`src/rtl/fetch_queue.sv`:
```
// Instruction prefetch queue between fetch and decode: circular buffer of {instr, pc} pairs.
// Optional same-cycle bypass when empty is enabled by defining FETCH_QUEUE_BYPASS_EN.
module fetch_queue #(
    parameter int DEPTH = 4,
    parameter int CW    = 3
) (
    input  logic          clk,
    input  logic          reset,
    input  logic          push_valid,
    input  logic [9:0]    push_instr,
    input  logic [9:0]    push_pc,
    input  logic          flush,
    input  logic          dec_ready,
    output logic          dec_valid,
    output logic [9:0]    dec_instr,
    output logic [9:0]    dec_pc,
    output logic          stall_fetch,
    output logic [CW-1:0] count
);

    localparam int AW = $clog2(DEPTH);
    localparam logic [CW-1:0] FULL_CNT = CW'(DEPTH);
    localparam logic [AW-1:0] PTR_ONE  = AW'(1);

    logic [9:0]    mem_instr [DEPTH];
    logic [9:0]    mem_pc    [DEPTH];
    logic [AW-1:0] rd_ptr;
    logic [AW-1:0] wr_ptr;

    logic empty;
    logic head_valid;
    logic bypass;
    logic pop;
    logic push;

    assign empty      = (count == '0);
    assign head_valid = ~empty & ~flush;

`ifdef FETCH_QUEUE_BYPASS_EN
    // Empty queue with a ready decoder: hand the fetched word straight through.
    assign bypass = empty & push_valid & ~flush & dec_ready;
`else
    assign bypass = 1'b0;
`endif

    assign pop         = head_valid & dec_ready;
    assign push        = push_valid & ~flush & ~bypass & ((count < FULL_CNT) | pop);
    assign stall_fetch = (count == FULL_CNT) & ~(dec_ready & dec_valid);

    always_comb begin
        dec_valid = head_valid | bypass;
        dec_instr = '0;
        dec_pc    = '0;
        if (bypass) begin
            dec_instr = push_instr;
            dec_pc    = push_pc;
        end else if (head_valid) begin
            dec_instr = mem_instr[rd_ptr];
            dec_pc    = mem_pc[rd_ptr];
        end
    end

    // Storage needs no reset: entries are only visible while count is nonzero.
    always_ff @(posedge clk) begin
        if (push) begin
            mem_instr[wr_ptr] <= push_instr;
            mem_pc[wr_ptr]    <= push_pc;
        end
    end

    always_ff @(posedge clk) begin
        if (reset || flush) begin
            count  <= '0;
            rd_ptr <= '0;
            wr_ptr <= '0;
        end else begin
            count <= count + {{(CW-1){1'b0}}, push} - {{(CW-1){1'b0}}, pop};
            if (push) wr_ptr <= wr_ptr + PTR_ONE;
            if (pop)  rd_ptr <= rd_ptr + PTR_ONE;
        end
    end

endmodule

```
`config.mk`:
```
export PLATFORM = sky130hd
export DESIGN_NAME = fetch_queue
export DESIGN_NICKNAME = d
export VERILOG_FILES = /design/src/rtl/fetch_queue.sv
export SDC_FILE = /design/constraint.sdc
export NUM_CORES = 1
export LEC_CHECK = 0
export BUFFER_PORTS_ARGS = -buffer_cell sky130_fd_sc_hd__buf_2
export CORE_UTILIZATION = 33
export DETAILED_ROUTE_END_ITERATION = 10
export GPL_ROUTABILITY_DRIVEN = 0
export GPL_TIMING_DRIVEN = 0
export PLACE_DENSITY = 0.53
export SLEW_MARGIN = 10
export SYNTH_ARGS = -nofsm -noshare
export SYNTH_HDL_FRONTEND = slang
export SYNTH_SLANG_ARGS = --single-unit
```
`constraint.sdc`:
```
create_clock -name clk -period 2 [get_ports clk]
set_clock_uncertainty 0.05 [all_clocks]
set_input_delay 0.2 -clock clk [delete_from_list [all_inputs] [get_ports clk]]
set_output_delay 0.2 -clock clk [all_outputs]
set_load 0.1 [all_outputs]
```
==> results by stage, run 1 <==
Drt:
- The wire length reported by the detailed router is 6314 um.
- Using the TritonRoute via totals, the vias-per-cell ratio works out to 4.423.
- Across all layers, the routed design uses 1800 vias.
- The iteration-0 DRC count of the detailed router is 52.
- The detailed-route wire length per cell is 15.51 um.
- The number of remaining DRC errors is 0.
- The number of antenna-violating nets in the routed design is 0.
- The first detailed-routing pass ran for 4 iterations.

Finish:
- The post-layout net count is 298.
- The multi-input gate area in the final layout is 982.2 sq um.
- The fraction of layout cells with a size suffix above 1 is 48.71%.
- The area taken by flip-flops and latches is 2597 sq um.
- The number of diodes is 0.
- The signed area change from the synthesized netlist to the final layout is 37.27%.
- The fill cell total of the finished layout is 897.
- The non-filler instance count after layout is 407.
- The utilization after layout is 46.78%.

Critical path:
- In this run the critical register-to-register path is launched from count[2].
- Of all nets on the critical path, the largest fanout is 5.
- STA classifies the critical path endpoint as an output port.
- The buffers plus inverters on the worst setup path is 2.
- The cell family contributing the most delay on the critical path is multiplexers.
- The highest cell delay on the worst timing path is 0.49 ns.
- The signal on the critical path passes through clkbuf_16 -> mux4_2 -> and2_4 -> buf_12.
- The worst register-to-register path ends at count[2].
- The classification of the worst setup path is reg2out.
- The arrival time of the worst setup path is 1.80 ns.
- The internal reg-to-reg setup slack is 0.03 ns.
- STA classifies the critical path startpoint as a flop.
- Measured in cells, the most critical reg-to-reg path has a length of 10.
- On the critical path, the stage with the largest delay is an instance of mux4_2.
- The critical path crosses 4 cells after its start point.
- STA puts the critical path data required time at 1.75 ns.

Logic synthesis:
- The simple-gate share of the synthesized area is 7.432%.
- The multiplexer area fraction after synthesis is 12.80%.
- In the synthesized netlist the async set-or-reset flop fraction comes to 0%.
- For this run, the register share of the synthesized area comes to 73.40%.
- The cell count after synthesis came out at 183.
- The mean instance size in the synthesized netlist is 19.23 sq um.
- The number of enable-type register cells in the synthesized netlist is 80.
- The Yosys step of the flow raised 0 warnings.
- The count of different cell masters after synthesis is 22.
- Sorting the synthesized cells by area gives the leading types as edfxtp_1 68%, mux4_2 13%, dfxtp_1 5.1%, and2_1 4.6%, ha_1 2.1%.
- Among all flip-flop cells after synthesis, the most frequent one is edfxtp_1.
- The biggest area consumer among synthesized cells is edfxtp_1.
- The top cell type by area accounts for 68.28% of the synthesized area.
- The synthesized net count is 215.
- After Yosys synthesis, full adders, half adders and majority gates account for 2.703% of the synthesized area.
- The largest family of logic cells by synthesized area is multiplexers.
- The area fraction in compound gates after synthesis is 1.280%.
- Synthesis inferred 89 register bits.
- The cell area that synthesis handed to floorplanning was 3518 sq um.
- The share of the synthesized netlist area taken by xor and xnor gates is 0.4979%.

Global routing:
- The global-route met1 utilization is 13.88%.
- The overall routing resource usage is 12.11%.
- The layer flagged by global routing as most heavily used is met2.
- The via count of the first global-routing pass came to 1875.
- The routing usage on met3 is 3.154%.
- The wire length of the first global-routing pass is 9466 um.
- The met2 track utilization from global routing is 20.39%.
- The total overflow left after global routing is 0.
- Entering global routing, the biggest net connects 21 pins.
- The number of antenna violations at the first check in global routing is 0.

Hold path:
- The end of the worst hold path is mem_instr[3][4].
- Along the worst hold path, the cell count comes to 1.
- The min-delay analysis places its worst path in the category in2reg.
- The startpoint identified for the worst hold timing path is push_instr[4].

Die:
- Pin placement for this block handled 50 I/O pins.
- The floorplan step set the die width to 105.3 um.
- The row count is 37.
- Measured along the y axis, the die boundary spans 105.3 um.
- For this configuration, the core starts out at a cell density of 34.08%.
- The overall die area is 11080 sq um.
- The standard cell core area is 10320 sq um.

STA:
- Setup violations remaining at the end of the flow were counted as 20.
- The final sum of negative setup slack is -0.5719 ns.
- The number of hold-slack violations in the final timing report came to 0.
- Headroom to the max-slew limit came out at 28.63%.
- The number of max-slew violations in the final report is 0.
- Setup repair after global routing could not meet its margin everywhere.
- The actual transition at the worst max-transition pin is 1.071 ns.
- The final critical-path share of the clock period is 102.5%.
- Across all setup checks in the final design, the least slack found is -0.05068 ns.
- The highest attainable clock frequency is 487.6 MHz.
- The worst hold slack is 0.01703 ns.
- The minimum period implied by the final worst setup slack is 2.051 ns.

Place:
- In this run, placement finished with an instance count of 368.
- The number of input and output port buffers inserted is 49.
- Detailed placement finished with a half-perimeter wire length of 3684 um.

Power and ir drop:
- VDD sags by at most 0.0002773 V.
- The total design power is 3.564 mW.
- In this run the static leakage power is 1.656 nW.
- In this run the power density over the cells is 737.9 nW/um^2.

CTS:
- The root buffer cell is clkbuf_8.
- The CTS tree is yes.
- The H-tree depth is 3.
- The maximum number of buffers from clock root to sink is 2.
- The clock reaches the later pin of the worst-skew pair after 0.36 ns.
- The clock net sink count is 89.
- The register clock-pin slew on the reported worst setup and hold paths is 0.08 ns.
- Clock tree synthesis inserted a total of 9 buffers.

Run:
- The reported max-cap violation count is 0.

Status:
- The run finished, with violations left.
- The final reports fail on setup timing.
## Yosys cell counts (2+ instances only)
| cell | n |
|---|---|
| edfxtp_1 | 80 |
| ha_1 | 6 |
| and2_1 | 26 |
| buf_2 | 2 |
| inv_1 | 6 |
| dfxtp_1 | 9 |
| nor2_1 | 6 |
| a21oi_1 | 5 |
| clkbuf_1 | 3 |
| buf_6 | 2 |
| nand2b_1 | 2 |
| or3_1 | 3 |
| o21ai_0 | 4 |
| xnor2_1 | 2 |
| mux4_2 | 20 |
## cell type report
class	count	share of cell area, %
clock inverter	6	1.218
multi-input combinational	81	20.34
clock buffer	10	2.642
buffer	7	1.425
inverter	6	0.4663
tap	136	3.523
sequential	89	53.78
timing repair buffer	72	16.61
## metal layers
metal	part of all wire, %	wire length [um]
met1	42	2670
met2	52	3301
met3	3.0	187
met4	2.4	154
met5	0	0
## repair_timing
item | in CTS | in global routing
buffers inserted | 3 | 1
pin swaps | 6 | 8
hold buffers | 17 | 0
setup endpoints to repair | 102 | 64
endpoints found under the hold margin | 65 | 0
resized for setup | 96 | 14
gates cloned | 0 | 2
## through the flow
step | worst slack, ns | cell area (sq um)
after detailed placement | -0.1364 | 4013
after CTS | -0.08288 | 4723
after global routing | -0.1121 | 4830
after global placement | -0.1302 | 4013
final | -0.05068 | 4830
after floorplan | -0.1051 | 3597
## kinds of logic after synthesis
family | after synthesis
flip-flops | 89
AND/OR/NAND/NOR | 43
multiplexers | 20
buffers and inverters | 13
AO/OA/AOI/OAI | 9
adder cells (fa/ha/maj) | 7
XOR/XNOR | 2
## cell usage in the layout, fill, tap and decap left out, types with 3 or more instances in the layout
cell type	count
nor2_1	4
buf_12	22
and2_2	3
inv_1	4
mux4_2	20
buf_4	4
dlygate4sd3_1	17
buf_2	30
and2_1	3
edfxtp_1	80
o21ai_0	4
clkbuf_8	9
or3_1	3
dfxtp_1	5
and2_4	20
ha_1	4
a21oi_1	5
dfxtp_4	4
## where the power goes
part / switching (mW) / internal [mW]
Sequential: 0.00947 / 2.05
Clock: 0.606 / 0.569
Combinational: 0.191 / 0.141
## worst max-delay path by stage
stage | slack [ns] | startpoint | endpoint
floorplan | -0.11 | count[2] | count[2]
global placement | -0.13 | flush | count[2]
detailed placement | -0.14 | flush | count[2]
CTS | -0.08 | flop | dec_pc[2]
global route | -0.11 | flop | dec_pc[6]
finish | -0.05 | flop | dec_instr[5]
## state kept, by name, indices dropped and copies added, names as in the netlist, named ones only
signal / count
wr_ptr: 2
rd_ptr: 2
mem_instr: 40
count: 3
mem_pc: 40
Power figures use the tool's default switching activity.
==> run 2, diff against run 1 <==
Settings changed: PLACE_DENSITY 0.53 to 0.54.
==> results by stage, run 2 (synthesis results as in run 1) <==
CTS:
- Clock latency on the worst-skew pair, taken at its later pin, is 0.34 ns.
- The maximum number of buffers from clock root to sink is 2.
- In this run the number of H-tree levels came out at 3.
- In this run, CTS created clock tree buffers numbering 9.
- The register clock-pin slew on the reported worst setup and hold paths is 0.09 ns.
- TritonCTS built the clock tree.
- The root buffer cell is clkbuf_8.
- The tree built by TritonCTS fans out to 89 sinks.

Die:
- The total area inside the core boundary comes to 10320 sq um.
- From left edge to right edge, the die measures 105.3 um.
- The y dimension of the die is 105.3 um.
- The die covers 11080 sq um.
- Row generation in the floorplan step produced 37 rows.
- The initial core utilization is 34.08%.
- During I/O placement, the number of pins put on the boundary was 50.

Global routing:
- The via count of the first global-routing pass came to 1997.
- The number of antenna violations at the first check in global routing is 0.
- The wire length of the first global-routing pass is 10520 um.
- After global routing the overflow that remains totals 0.
- Global routing consumed, over all layers together, 12.97% of the routing resources.
- Entering global routing, the biggest net connects 21 pins.

Critical path:
- At the worst endpoint, the arrival time is 1.77 ns.
- The critical path in this run is classified as reg2out.
- At the worst endpoint, the required time is 1.75 ns.
- The slowest stage of the critical path is the mux4_2 cell.
- Traced cell by cell, the critical path runs through clkbuf_16 -> mux4_2 -> and2_4 -> buf_12.
- STA classifies the critical path startpoint as a flop.
- The highest net fanout along the worst path is 5.
- The endpoint class of the critical path is an output port.
- The highest cell delay on the worst timing path is 0.49 ns.

Finish:
- Leaving out filler cells and counting taps, the final layout contains 395.
- In the final layout, the registers with the most flip-flops are mem_instr (40), mem_pc (40), count (3).
- In the final design database the tool counted 286 nets.
- The utilization after layout is 45.53%.
- The number of diodes is 0.
- In the layout the commonest cells are 80 x edfxtp_1, 30 x buf_2, 22 x buf_12.
- The area growth from synthesis to layout is 33.61%.
- The library cell used most frequently in the layout, excluding fill and tap cells, is edfxtp_1.
- The fill cell total of the finished layout is 900.
- The fraction of layout cells with a size suffix above 1 is 50.97%.

Drt:
- The detailed-route wire length per cell is 16.29 um.
- After detailed routing, the number of vias per cell comes to 4.600.
- The total via count after detailed routing is 1817.
- For this block, the routed nets add up to 6434 um of wire.
- The iteration-0 DRC count of the detailed router is 49.
- The detail route stage leaves a number of antenna-violating nets equal to 0.
- The number of remaining DRC errors is 0.
- Before antenna repair, the detailed router went through 3 iterations.

Place:
- Port buffering added 49 buffers.
- The number of cells in the design after placement is 368.
- After legalization and detailed placement, the total HPWL measured 3811 um.
- At the placement stage, the worst setup path has a slack of -0.1627 ns.

STA:
- The worst max-slew margin expressed relative to the limit is 61.11%.
- The number of hold-slack violations in the final timing report is 0.
- Setup violations remaining at the end of the flow were counted as 11.
- The final critical-path share of the clock period is 101.1%.
- For this run, the top clock speed supported by timing is 494.7 MHz.
- The minimum setup slack in the final design is -0.02124 ns.
- The actual transition at the worst max-transition pin is 0.5834 ns.
- Setup repair after global routing could not meet its margin everywhere.
- The number of max-slew violations in the final report was 0.
- The worst path in the final design needs a cycle of 2.021 ns, including I/O delays and setup.
- Summed over all failing endpoints, the final setup total negative slack is -0.1381 ns.
- Final hold analysis gives a worst-case slack of 0.01563 ns.

Power and ir drop:
- The total power divided by cell area is 759.6 nW/um^2.
- Across the VDD grid, the largest voltage drop is 0.0003603 V.
- For this design the static power due to leakage is 1.608 nW.

Run:
- Across the run, the number of max-cap violations was 0.

Hold path:
- The type of the tightest min-delay check is in2reg.

Status:
- The flow ran to the end, but the final reports show violations.
- The checks that failed: setup timing.
-- run 2: through the flow --
stage	power (mW)	area (sq um)
6_report	3.571	4701
5_1_grt	3.734	4701
4_1_cts	3.595	4527
3_5_place_dp	2.351	4013
3_3_place_gp	2.346	4013
2_1_floorplan	2.275	3597
-- run 2: worst max-delay path: cells and delay by family, from the launching register on --
kind,cells,cell delay [ns]
flip-flops,1,0.43
AND/OR/NAND/NOR,1,0.18
buffers and inverters,2,0.33
multiplexers,1,0.49
-- run 2: worst paths after layout --
| check | startpoint | end | slack, ns | depth (start not counted) |
|---|---|---|---|---|
| setup / recovery | flop | dec_pc[6] | -0.02 | 4 |
| hold reg to reg | rd_ptr[1] | rd_ptr[1] | 0.46 | 2 |
| setup reg to reg | count[2] | count[2] | 0.02 | 10 |
| hold / removal | push_instr[2] | mem_instr[0][2] | 0.02 | 1 |
-- run 2: area by class of cell --
| class | count | area [sq um] | area share [%] |
|---|---|---|---|
| clock buffer | 10 | 127.6 | 2.715 |
| sequential | 89 | 2597 | 55.26 |
| clock inverter | 6 | 67.56 | 1.437 |
| timing repair buffer | 60 | 678.2 | 14.43 |
| multi-input combinational | 81 | 968.4 | 20.60 |
| buffer | 7 | 68.82 | 1.464 |
| inverter | 6 | 22.52 | 0.4791 |
| tap | 136 | 170.2 | 3.620 |
-- run 2: power breakdown --
part / internal, mW / switching [mW]
sequential: 2.05 / 0.00923
clock: 0.582 / 0.620
combinational: 0.126 / 0.187
total: 2.76 / 0.816
-- run 2: repair_timing --
| action | in CTS | in global routing |
|---|---|---|
| hold endpoints to repair | 9 | 3 |
| endpoints found under the setup margin | 102 | 82 |
| setup buffers | 2 | 2 |
| hold buffers | 3 | 2 |
| resized for setup | 83 | 24 |
| cloned | 0 | 2 |
| pin swaps | 4 | 0 |
-- run 2: layer usage --
layer | vias to the layer above | GRT usage (%) | routed length (um)
li1 | 850 | - | -
met5 | - | 0 | 0
met4 | 0 | 5.734 | 116
met1 | 920 | 16.07 | 2826
met3 | 12 | 2.907 | 215
met2 | 35 | 21.76 | 3276
==> run 3, diff against run 2 <==
Settings changed: CTS_BUF_LIST set to sky130_fd_sc_hd__clkbuf_4, CTS_CLUSTER_SIZE set to 30.
==> results by stage, run 3 (synthesis results as in run 1) <==
STA:
- The number of hold-slack violations in the final timing report is 0.
- Setup repair after global routing could not meet its margin everywhere.
- The actual transition at the worst max-transition pin is 0.5931 ns.
- The final critical-path share of the clock period is 105.2%.
- The minimum setup slack in the final design is -0.1033 ns.
- The worst max-slew margin expressed relative to the limit is 60.46%.
- The final sum of negative setup slack is -1.392 ns.
- Setup violations remaining at the end of the flow were counted as 21.
- Timing would allow up to 475.5 MHz.
- The number of max-slew violations in the final report came to 0.
- The minimum period implied by the final worst setup slack is 2.103 ns.

Drt:
- For this block, the routed nets add up to 6456 um of wire.
- After detailed routing, the number of remaining DRC violations is 0.
- For this block, the initial DRC count from the detailed router was 61.
- The number of antenna-violating nets in the routed design is 0.
- In the final routed layout, each cell accounts on average for 15.78 um.
- The number of vias per cell after detailed routing is 4.553.
- The total via count after detailed routing is 1862.
- Before antenna repair, the detailed router went through 4 iterations.

Global routing:
- The total overflow left after global routing is 0.
- The first global-routing pass estimated 10670 um of wire.
- The via count of the first global-routing pass was 2069.
- Global routing used 13.13% of the available tracks across all layers.
- The maximum number of pins on one net before global-route repair is 21.
- The number of antenna violations at the first check in global routing is 0.

Power and ir drop:
- The net switching fraction of the power is 23.69%.
- The leakage power of the design is 1.642 nW.
- Internal power comes to 2.591 mW.
- In this run, the clock network consumes 29.6% of the power.
- The analysis attributes to net switching a power of 804.6 uW.
- The sequential share of power is 60.6%.
- The combinational fraction of design power is 9.9%.
- For this design the ratio of total power to cell area is 710.8 nW/um^2.
- VDD sags by at most 0.0003484 V.

Die:
- The standard cell core area is 10320 sq um.
- Once the floorplan was initialized, standard cells occupied 34.08% of the core.
- The overall die area is 11080 sq um.
- 50 I/O pins were placed.
- The floorplan step set the die width to 105.3 um.
- In this run the vertical extent of the chip is 105.3 um.
- The row count is 37.

CTS:
- The register clock-pin slew on the reported worst setup and hold paths is 0.13 ns.
- The tree is rooted in a clkbuf_4.
- TritonCTS built the clock tree.
- The clock net sink count is 89.
- The H-tree depth is 3.
- In this run the deepest clock path goes through 2 buffers.
- The number of buffers created by CTS is 9.
- The later pin in the worst-skew pair is clocked with a latency of 0.42 ns.

Critical path:
- The cell repeated most along the worst path is buf_12.
- STA puts the critical path data arrival time at 1.85 ns.
- The critical path startpoint category is a flop.
- For this run, the slowest stage of the critical path takes 0.52 ns.
- The critical path's slowest cell is mux4_2.
- Measured in cells, the most critical reg-to-reg path has a length of 9.
- In this run the worst path has a maximum fanout of 10.
- The cell family contributing the most delay on the critical path is multiplexers.
- The number of logic stages on the critical path including buffering is 4.
- The classification of the worst setup path is reg2out.
- The endpoint class of the critical path is an output port.
- STA puts the critical path data required time at 1.75 ns.
- Traced cell by cell, the critical path runs through buf_12 -> mux4_2 -> and2_4 -> buf_12.
- The number of buffers and inverters on the critical path is 2.

Finish:
- After routing the design area is 4777 sq um.
- The fraction of layout cells with a size suffix above 1 is 48.35%.
- The utilization after layout is 46.27%.
- The non-filler instance count after layout is 409.
- The repair_antennas step left the layout with diodes totalling 0.
- The multi-input combinational cells in the finished layout cover a total of 968.4 sq um.
- The most common cell after layout, fill and taps aside is edfxtp_1.
- The library cells used most frequently in the layout, excluding fill and tap cells, are 80 x edfxtp_1, 30 x buf_2, 22 x buf_12.
- From synthesis to final layout, the design area changed by 35.78%.
- The area taken by flip-flops and latches is 2597 sq um.
- The post-layout net count is 300.
- The layout has 897 filler cells.
- The largest registers in the layout are mem_instr (40), mem_pc (40), count (3).

Place:
- The number of cells in the design after placement is 368.
- Summed over all nets, the half-perimeter wirelength after detailed placement is 3811 um.
- The number of input and output port buffers inserted is 49.
- Once placement finished, the instance area stood at 4013 sq um.

Status:
- The checks that failed: setup timing.
- The run finished, with violations left.

Hold path:
- The type of the tightest min-delay check is in2reg.
- The cell count of the worst hold path is 3.

Run:
- Across the run, the number of max-cap violations was 0.
run 3: timing repair:
item | in CTS | in global routing
hold buffers | 20 | 0
endpoints found under the hold margin | 80 | 0
buffers inserted | 3 | 1
pin swaps | 4 | 1
setup endpoints to repair | 102 | 82
gates cloned | 0 | 1
resized for setup | 94 | 14
run 3: cell type report:
cell class / instances / area share (%)
Multi-Input combinational cell: 81 / 20.27
Buffer: 7 / 1.441
Sequential cell: 89 / 54.37
Timing Repair Buffer: 74 / 16.89
Inverter: 6 / 0.4715
Clock buffer: 10 / 1.572
Tap cell: 136 / 3.562
Clock inverter: 6 / 1.414
run 3: final timing paths:
kind                                start      endpoint  slack (ns)
worst max register to register   count[2]      count[2]           0
worst min register to register  rd_ptr[1]     rd_ptr[1]        0.47
worst max-delay path                 flop  dec_instr[4]       -0.10
worst min-delay path                reset      count[0]        0.03
run 3: power groups by stage:
stage	sequential, mW	combinational, mW	clock, mW
2_1_floorplan	2.11	0.163	0
3_3_place_gp	2.10	0.246	0
3_5_place_dp	2.10	0.250	0
4_1_cts	2.06	0.331	1.04
5_1_grt	2.06	0.358	1.13
6_report	2.06	0.335	1.00
run 3: metrics by stage:
stage	worst slack (ns)	power [mW]	hold slack [ns]
floorplan	-0.1051	2.275	0.2489
CTS	-0.1368	3.427	0.007209
detailed placement	-0.1627	2.351	0.3727
global placement	-0.1469	2.346	0.3659
finish	-0.1033	3.396	0.03468
global route	-0.1892	3.545	0.01793
run 3: worst min-delay path, cell delays in order:
cell and delay, ns:
buf_2 0.09, nor2_1 0.05, and2_1 0.14
run 3: metal layers:
layer / track usage [%] / vias up / share of wire (%)
li1: - / 886 / -
met1: 16.02 / 931 / 44
met2: 22.27 / 36 / 52
met3: 2.659 / 9 / 3.1
met4: 6.338 / 0 / 1.5
met5: 0 / - / 0
